File: src/rtl/lsu_core_if.sv
// Execute-stage and memory-side handshake bundle for lsu_core.
// master = execute stage plus memory (the environment), slave = the LSU.
interface lsu_core_if #(
  parameter int ADDR_W = 32
);
  logic              reqValid;
  logic              wen;
  logic [1:0]        size;
  logic              is_unsigned;
  logic [ADDR_W-1:0] addr;
  logic [31:0]       wdata;
  logic              respValid;
  logic [31:0]       rdata;
  logic              err;

  logic              mem_reqValid;
  logic              mem_reqReady;
  logic              mem_wen;
  logic [ADDR_W-1:0] mem_addr;
  logic [31:0]       mem_wdata;
  logic [3:0]        mem_wstrb;
  logic              mem_respValid;
  logic [31:0]       mem_rdata;

  modport master (
    output reqValid, wen, size, is_unsigned, addr, wdata,
    input  respValid, rdata, err,
    input  mem_reqValid, mem_wen, mem_addr, mem_wdata, mem_wstrb,
    output mem_reqReady, mem_respValid, mem_rdata
  );

  modport slave (
    input  reqValid, wen, size, is_unsigned, addr, wdata,
    output respValid, rdata, err,
    output mem_reqValid, mem_wen, mem_addr, mem_wdata, mem_wstrb,
    input  mem_reqReady, mem_respValid, mem_rdata
  );
endinterface

File: src/rtl/lsu_core.sv
// Single-outstanding load/store unit: byte/half/word lane steering and load extension.
// Optional LSU_ALIGN_CHECK_EN: misaligned half/word accesses complete immediately with err=1.
module lsu_core #(
  parameter int ADDR_W = 32
) (
  input  logic      clock,
  input  logic      reset,
  lsu_core_if.slave bus
);
  typedef enum logic [1:0] {IDLE, REQ, WAIT, DONE} state_e;

  state_e            state_q, state_d;
  logic              wen_q, wen_d;
  logic              uns_q, uns_d;
  logic [1:0]        size_q, size_d;
  logic [ADDR_W-1:0] addr_q, addr_d;
  logic [31:0]       wdata_q, wdata_d;
  logic [31:0]       rdata_q, rdata_d;

  logic [1:0]  off, eff_off;
  logic        is_byte, is_half;
  logic [31:0] shifted, load_ext;
  logic [3:0]  strb;
  logic [31:0] lane_data;

  assign off     = addr_q[1:0];
  assign is_byte = (size_q == 2'b00);
  assign is_half = (size_q == 2'b01);
  // size 11 falls through to word; half/word offsets are forced aligned
  assign eff_off = is_byte ? off : (is_half ? {off[1], 1'b0} : 2'b00);

  assign shifted  = bus.mem_rdata >> {eff_off, 3'b000};
  assign load_ext = is_byte ? {{24{~uns_q & shifted[7]}},  shifted[7:0]}  :
                    is_half ? {{16{~uns_q & shifted[15]}}, shifted[15:0]} :
                              shifted;

  for (genvar g = 0; g < 4; g++) begin : g_lane
    localparam logic [1:0] LANE = 2'(g);
    assign strb[g] = wen_q & (is_byte ? (off == LANE) :
                              is_half ? (off[1] == LANE[1]) : 1'b1);
    assign lane_data[8*g +: 8] = is_byte ? wdata_q[7:0] :
                                 is_half ? wdata_q[8*LANE[0] +: 8] :
                                           wdata_q[8*g +: 8];
  end

`ifdef LSU_ALIGN_CHECK_EN
  logic err_q, err_d;
  logic misaligned;
  assign misaligned = ((bus.size == 2'b01) & bus.addr[0]) |
                      (bus.size[1] & (bus.addr[1:0] != 2'b00));
`endif

  always_comb begin
    state_d = state_q;
    wen_d   = wen_q;
    uns_d   = uns_q;
    size_d  = size_q;
    addr_d  = addr_q;
    wdata_d = wdata_q;
    rdata_d = rdata_q;
`ifdef LSU_ALIGN_CHECK_EN
    err_d   = err_q;
`endif
    case (state_q)
      IDLE: if (bus.reqValid) begin
        wen_d   = bus.wen;
        uns_d   = bus.is_unsigned;
        size_d  = bus.size;
        addr_d  = bus.addr;
        wdata_d = bus.wdata;
        state_d = REQ;
`ifdef LSU_ALIGN_CHECK_EN
        err_d = misaligned;
        if (misaligned) state_d = DONE;
`endif
      end
      REQ:  if (bus.mem_reqReady) state_d = WAIT;
      WAIT: if (bus.mem_respValid) begin
        state_d = DONE;
        if (!wen_q) rdata_d = load_ext;
      end
      DONE: begin
        state_d = IDLE;
`ifdef LSU_ALIGN_CHECK_EN
        err_d = 1'b0;
`endif
      end
      default: state_d = IDLE;
    endcase
  end

  always_ff @(posedge clock) begin
    if (reset) begin
      state_q <= IDLE;
      wen_q   <= 1'b0;
      uns_q   <= 1'b0;
      size_q  <= 2'b00;
      addr_q  <= '0;
      wdata_q <= '0;
      rdata_q <= '0;
`ifdef LSU_ALIGN_CHECK_EN
      err_q   <= 1'b0;
`endif
    end else begin
      state_q <= state_d;
      wen_q   <= wen_d;
      uns_q   <= uns_d;
      size_q  <= size_d;
      addr_q  <= addr_d;
      wdata_q <= wdata_d;
      rdata_q <= rdata_d;
`ifdef LSU_ALIGN_CHECK_EN
      err_q   <= err_d;
`endif
    end
  end

  assign bus.mem_reqValid = (state_q == REQ);
  assign bus.mem_wen      = wen_q;
  assign bus.mem_addr     = {addr_q[ADDR_W-1:2], 2'b00};
  assign bus.mem_wdata    = lane_data;
  assign bus.mem_wstrb    = strb;
  assign bus.respValid    = (state_q == DONE);
  assign bus.rdata        = rdata_q;
`ifdef LSU_ALIGN_CHECK_EN
  assign bus.err          = err_q;
`else
  assign bus.err          = 1'b0;
`endif
endmodule

File: src/flat_wrapper.sv
// flat-port wrapper written by rule: the top's interface ports become plain ports
module lsu_core_flat 
#(
  parameter int ADDR_W = 32
)
  (clock, reset, bus_reqValid, bus_wen, bus_size, bus_is_unsigned, bus_addr, bus_wdata, bus_respValid, bus_rdata, bus_err, bus_mem_reqValid, bus_mem_wen, bus_mem_addr, bus_mem_wdata, bus_mem_wstrb, bus_mem_reqReady, bus_mem_respValid, bus_mem_rdata);
  lsu_core_if #(.ADDR_W(ADDR_W)) bus_i ();
  input  logic clock;
  input  logic reset;
  input wire logic [$bits(bus_i.reqValid)-1:0] bus_reqValid;
  input wire logic [$bits(bus_i.wen)-1:0] bus_wen;
  input wire logic [$bits(bus_i.size)-1:0] bus_size;
  input wire logic [$bits(bus_i.is_unsigned)-1:0] bus_is_unsigned;
  input wire logic [$bits(bus_i.addr)-1:0] bus_addr;
  input wire logic [$bits(bus_i.wdata)-1:0] bus_wdata;
  output wire logic [$bits(bus_i.respValid)-1:0] bus_respValid;
  output wire logic [$bits(bus_i.rdata)-1:0] bus_rdata;
  output wire logic [$bits(bus_i.err)-1:0] bus_err;
  output wire logic [$bits(bus_i.mem_reqValid)-1:0] bus_mem_reqValid;
  output wire logic [$bits(bus_i.mem_wen)-1:0] bus_mem_wen;
  output wire logic [$bits(bus_i.mem_addr)-1:0] bus_mem_addr;
  output wire logic [$bits(bus_i.mem_wdata)-1:0] bus_mem_wdata;
  output wire logic [$bits(bus_i.mem_wstrb)-1:0] bus_mem_wstrb;
  input wire logic [$bits(bus_i.mem_reqReady)-1:0] bus_mem_reqReady;
  input wire logic [$bits(bus_i.mem_respValid)-1:0] bus_mem_respValid;
  input wire logic [$bits(bus_i.mem_rdata)-1:0] bus_mem_rdata;
  assign bus_i.reqValid = bus_reqValid;
  assign bus_i.wen = bus_wen;
  assign bus_i.size = bus_size;
  assign bus_i.is_unsigned = bus_is_unsigned;
  assign bus_i.addr = bus_addr;
  assign bus_i.wdata = bus_wdata;
  assign bus_respValid = bus_i.respValid;
  assign bus_rdata = bus_i.rdata;
  assign bus_err = bus_i.err;
  assign bus_mem_reqValid = bus_i.mem_reqValid;
  assign bus_mem_wen = bus_i.mem_wen;
  assign bus_mem_addr = bus_i.mem_addr;
  assign bus_mem_wdata = bus_i.mem_wdata;
  assign bus_mem_wstrb = bus_i.mem_wstrb;
  assign bus_i.mem_reqReady = bus_mem_reqReady;
  assign bus_i.mem_respValid = bus_mem_respValid;
  assign bus_i.mem_rdata = bus_mem_rdata;
  lsu_core #(.ADDR_W(ADDR_W)) u_core (.clock(clock), .reset(reset), .bus(bus_i));
endmodule
File: config.mk
export PLATFORM = sky130hd
export DESIGN_NAME = lsu_core_flat
export DESIGN_NICKNAME = d
export VERILOG_FILES = /design/src/rtl/lsu_core_if.sv /design/src/rtl/lsu_core.sv /design/src/flat_wrapper.sv
export SDC_FILE = /design/constraint.sdc
export NUM_CORES = 1
export LEC_CHECK = 0
export ABC_AREA = 0
export ABC_CLOCK_PERIOD_IN_PS = 4100
export BUFFER_PORTS_ARGS = -buffer_cell sky130_fd_sc_hd__buf_4
export CAP_MARGIN = 25
export CELL_PAD_IN_SITES_DETAIL_PLACEMENT = 0
export CELL_PAD_IN_SITES_GLOBAL_PLACEMENT = 1
export CORE_ASPECT_RATIO = 1.2
export CORE_MARGIN = 3
export CORE_UTILIZATION = 30
export CTS_CLUSTER_DIAMETER = 120
export DETAILED_ROUTE_END_ITERATION = 10
export PLACE_DENSITY = 0.77
export SYNTH_ARGS = -nofsm -noshare
export SYNTH_HDL_FRONTEND = slang
export SYNTH_SLANG_ARGS = --single-unit
File: constraint.sdc
create_clock -name clock -period 4.1 [get_ports clock]
set_clock_uncertainty 0.1 [all_clocks]
set_input_delay 0.82 -clock clock [delete_from_list [all_inputs] [get_ports clock]]
set_output_delay 0.82 -clock clock [all_outputs]
set_load 0.01 [all_outputs]
==> flow_summary.ini, run 1 <==
[outcome]
status = completed

[worst_hold_path]
whs_path_depth = 2
holdCritPathClass = reg2reg

[cts]
cts_tree = yes
cts_resized = 0
cts_sinks = 102
path_clk_slew_ns = 0.07
cts_setup_buffers = 0
postCtsHoldBufs = 0
clock_latency_ns = 0.35
cts_made_buffers = 9
htree_num_levels = 3
cts-root-buf = clkbuf_16
clockBufferDepth = 2

[global_route]
grt_max_degree = 55
grt_first_pass_wirelength_um = 24050
grt_pass1_vias = 4488
grt-ovfl-total = 0
grt_usage_pct = 16.80
antenna_found_initial = 0

[floorplanning]
ios = 209
row_count = 50
dieArea_mm2 = 0.01802
initial_core_util_pct = 31.16
coreArea_mm2 = 0.01583
die_h_um = 146.5
die_w_um = 123.1

[route]
final_antenna_net_count = 0
wl_um = 15820
drtIter0Drc = 252
viasPerCell = 4.839
route.vias.total = 4718
drt-wirelength-per-cell_um = 16.23
drt_pre_antenna_iters = 4
drc_errors = 0

[worst_setup_path]
critPathMaxFanout = 45
max_stage_delay_ns = 0.62
crit_arrival_ns = 1.96
path_buf_inv = 2
cp_top_family = buffers and inverters
cp.depth = 4
startpoint_type = register
crit_chain = buf_4 -> a21oi_2 -> nor2b_1 -> buf_4
cpMaxStageDelayCell = dfxtp_2
cp.required_ns = 3.18
critPathCaptureType = primary output
cp_common_cell = buf_4
r2r.worst_path.cells = 5
crit_type = reg2out

[pwr]
total_power_mw = 3.613
p_switching_mw = 1.295
internal-power_mw = 2.318
combPwrFrac_pct = 38.3
seqPwrFrac_pct = 36.9
vdd_drop_max_uv = 195.7
cellPowerDensity_mw_per_mm2 = 550.1
p_leak_nw = 2.791
sw_frac_of_total_pct = 35.84
clkPwrFrac_pct = 24.8

[yosys]
syn_avg_cell_area_um2 = 7.829
yosysWarnings = 0
synthFlopType = dfxtp_1
async_flop_share_pct = 0
ys_types = 44
seq_area_frac_synth_pct = 41.40
post_synth_instance_area_mm2 = 0.004932
synth-edff-count = 0
synth_cells = 630
synth_seq_cells = 102

[timing]
max_slew_margin_pct = 39.00
final-max-slew-violation-count = 0
fmax_mhz = 346.9
worst_pin_slew_ns = 0.9131
final.period_utilization_pct = 70.31
fin_crit_ns = 2.883
tns_ns = 0
setup-violations-final = 0
worst_slack_ns = 1.217
rsz0062_at_grt = no
hold_viol = 0

[place]
post-place-ws_ns = 1.595
gp_congestion = 0.8024
io_buffers = 205
post-dp-hpwl_um = 11500

[cells_and_area]
final_util_pct = 41.49
fillCellCount = 1667
area_growth_pct = 33.16
n_antenna_cell = 0
fin_nets = 874
layout-drive-gt1-share_pct = 32.59

[flow_run]
max-cap-violations = 0
synthesized netlist by cell type (2+ instances only):
library cell	n	share of area [%]
o21ai_0	14	1.4
nand3_1	4	0.41
dfxtp_1	102	41
a211o_1	2	0.36
mux2_2	16	3.7
o2111ai_1	2	0.36
buf_2	12	1.2
a32o_1	4	0.81
nand2_1	175	13
mux2i_1	12	2.4
nor2_1	40	3.0
clkbuf_1	31	2.4
ha_1	4	1.0
nor2b_1	6	0.76
buf_4	42	6.4
buf_1	4	0.30
nand2b_1	4	0.51
a311oi_1	24	4.3
o21a_1	9	1.4
o211ai_1	2	0.30
nor3_1	7	0.71
buf_6	2	0.46
a21oi_1	74	7.5
a31oi_1	7	0.89
inv_1	12	0.91
power by group through the flow:
stage / sequential, mW / clock (mW) / combinational (mW)
finish: 1.33 / 0.897 / 1.38
global route: 1.36 / 0.954 / 1.53
CTS: 1.34 / 0.928 / 1.41
detailed placement: 1.36 / 0 / 1.41
global placement: 1.35 / 0 / 1.40
floorplan: 1.33 / 0 / 0.934
registers in the layout (all words and copies together) (netlist names):
name                count
u_core.addr_q          32
u_core.bus.mem_wen      1
u_core.bus.rdata       32
u_core.size_q           2
u_core.state_q          2
u_core.uns_q            1
u_core.wdata_q         32
per-layer routing:
metal	track usage, %	wire length, um	share of wire, %	vias up
met1	20.74	6610	42	2179
met4	6.537	272	1.7	0
met3	5.231	1477	9.3	15
met5	0	0	0	-
li1	-	-	-	2349
met2	27.14	7461	47	175
layout make-up:
cell class / instances / area (um2) / share of cell area (%)
Clock buffer: 11 / 232.7 / 3.544
Timing Repair Buffer: 213 / 1599 / 24.35
Inverter: 12 / 45.04 / 0.6858
Tap cell: 208 / 260.3 / 3.963
Multi-Input combinational cell: 427 / 2327 / 35.44
Clock inverter: 2 / 60.06 / 0.9145
Sequential cell: 102 / 2043 / 31.11
cells in the final DEF (no fill, tap or decap), types with 9 or more instances in the layout:
cell	n
nand2_1	174
nor2_1	40
dfxtp_1	101
a21oi_1	74
mux2_2	16
o21a_1	9
a311oi_1	24
mux2i_1	12
clkbuf_16	9
o21ai_0	14
inv_1	12
buf_4	213
worst paths after layout:
check                      from              endpoint  slack, ns
max            u_core.size_q[1]      bus_mem_wstrb[0]       1.22
min          u_core.wdata_q[17]    u_core.wdata_q[17]       0.35
max reg2reg    u_core.size_q[1]  u_core.bus.rdata[31]       1.73
min reg2reg  u_core.wdata_q[17]    u_core.wdata_q[17]       0.35
through the flow:
| step | hold slack [ns] | area [um2] | cells |
|---|---|---|---|
| 2_1_floorplan | 0.3329 | 4940 | 632 |
| 3_3_place_gp | 0.3428 | 6275 | 962 |
| 3_5_place_dp | 0.3462 | 6275 | 962 |
| 4_1_cts | 0.3558 | 6568 | 975 |
| 5_1_grt | 0.3733 | 6568 | 975 |
| 6_report | 0.3536 | 6568 | 975 |
worst register-to-register path: stages, from the launching register on:
cell	delay (ns)
dfxtp_2	0.62
buf_4	0.49
or4b_4	0.29
a2bb2oi_2	0.18
nand4_4	0.28
a311oi_1	0.34
cells by family after synthesis:
kind of cell / after synthesis / share of synthesized area (%)
AO/OA/AOI/OAI: 147 / 19.31
adder cells (fa/ha/maj): 4 / 1.015
buffers and inverters: 103 / 11.64
flip-flops: 102 / 41.40
multiplexers: 28 / 6.088
other: 1 / 0.07603
AND/OR/NAND/NOR: 245 / 20.47
Power figures use the tool's default switching activity.
==> run 2, diff against run 1 <==
- ABC_CLOCK_PERIOD_IN_PS: 4100 -> 2800
- clock period: 4.1 -> 2.8 ns (I/O delays scaled with it)
==> flow_summary.ini, run 2 (synthesis results as in run 1) <==
[global_route]
grt_util_met1_pct = 21.14
antenna_found_initial = 0
grt_first_pass_wirelength_um = 24610
use_met3_pct = 4.766
grt_max_degree = 58
grt_pass1_vias = 4559
top_usage_layer = met2
grt_use_met2_pct = 28.54
grt_usage_pct = 17.20
grt-ovfl-total = 0

[route]
drt-wirelength-per-cell_um = 16.30
route.vias.total = 4758
drtIter0Drc = 240
drt_pre_antenna_iters = 4
drc_errors = 0
viasPerCell = 4.821
final_antenna_net_count = 0
wl_um = 16090

[worst_setup_path]
startpoint_type = register
timing.rr.end = u_core.bus.rdata[13]
critPathMaxFanout = 22
crit_type = reg2out
reg2reg_setup_slack_ns = 0.86
crit_arrival_ns = 1.79
cp.required_ns = 2.14
cpMaxStageDelayCell = dfxtp_2
max_stage_delay_ns = 0.45
crit-reg2reg-launch = u_core.size_q[0]
crit_chain = nor2_2 -> mux2_2 -> buf_4
r2r.worst_path.cells = 5
crit_path_start = u_core.size_q[1]
endpoint = bus_mem_wdata[13]
critPathCaptureType = primary output

[cells_and_area]
fin_cells = 987
final_common_cell = buf_4
fin_nets = 883
n_antenna_cell = 0
area_growth_pct = 35.03
final_cell_mix = 218 x buf_4, 174 x nand2_1, 101 x dfxtp_1, 74 x a21oi_1, 40 x nor2_1
layout-drive-gt1-share_pct = 33.63

[cts]
cts-root-buf = clkbuf_16
htree_num_levels = 3
cts_tree = yes
path_clk_slew_ns = 0.07
clockBufferDepth = 2
clock_latency_ns = 0.35
cts_resized = 0
cts_sinks = 102
cts_setup_buffers = 0
postCtsHoldBufs = 0
cts_made_buffers = 9

[timing]
fin_crit_ns = 2.454
rsz0062_at_grt = no
final.period_utilization_pct = 87.64
fmax_mhz = 407.5
tns_ns = 0
final-max-slew-violation-count = 0
setup-violations-final = 0
worst_pin_slew_ns = 0.5800
max_slew_margin_pct = 61.25
hold_viol = 0

[floorplanning]
coreArea_mm2 = 0.01583
die_w_um = 123.1
row_count = 50
ios = 209
die_h_um = 146.5
initial_core_util_pct = 31.16
dieArea_mm2 = 0.01802

[place]
gp_congestion = 0.7857
post-dp-hpwl_um = 11890
io_buffers = 205
dpl.cell_count = 971

[outcome]
status = completed

[pwr]
p_leak_nw = 2.843
vdd_drop_max_uv = 337.7
cellPowerDensity_mw_per_mm2 = 792.8

[flow_run]
max-cap-violations = 0

[worst_hold_path]
holdCritPathClass = in2reg
run 2: worst min-delay path by stage:
stage,startpoint,endpoint,slack [ns],cells past startpoint
after floorplan,u_core.wdata_q[16],u_core.wdata_q[16],0.33,2
after global placement,u_core.addr_q[12],u_core.addr_q[12],0.34,2
after detailed placement,u_core.addr_q[10],u_core.addr_q[10],0.35,2
after CTS,bus_addr[10],u_core.addr_q[10],0.33,3
after global routing,bus_addr[29],u_core.addr_q[29],0.34,3
final,bus_addr[10],u_core.addr_q[10],0.34,3
run 2: layer usage:
metal  wire, um  vias up
met5          0        -
met4        349        0
met3       1355       20
met2       7586      171
met1       6802     2200
li1           -     2367
run 2: cell type report:
type	instances	area (um2)
Clock inverter	4	30.03
Fill cell	1665	9168
Inverter	12	45.04
Timing Repair Buffer	222	1708
Tap cell	208	260.3
Sequential cell	102	2043
Clock buffer	12	246.5
Multi-Input combinational cell	427	2327
run 2: critical path: cells and delay by family (launching register included):
kind / cells / cell delay (ns)
buffers and inverters: 1 / 0.14
muxes: 1 / 0.39
and+or+nand+nor: 1 / 0.45
DFF: 1 / 0.45
run 2: metrics by stage:
stage	total power, mW	instance area (um2)	worst slack, ns	util [%]	hold WS, ns
5_1_grt	5.622	6660	0.2150	42.08	0.3420
3_3_place_gp	4.110	6372	0.6644	40.26	0.3434
6_report	5.280	6660	0.3462	42.08	0.3446
4_1_cts	5.345	6660	0.3346	42.08	0.3320
3_5_place_dp	4.125	6384	0.7328	40.33	0.3466
2_1_floorplan	3.310	4940	0.8096	-	0.3329
run 2: where the power goes:
group	total (mW)	switching, mW	internal, mW	leakage, nW
Clock	1.21	0.580	0.634	0.134
Combinational	2.11	1.16	0.952	1.88
Sequential	1.95	0.218	1.74	0.834
Total	5.28	1.96	3.32	2.84
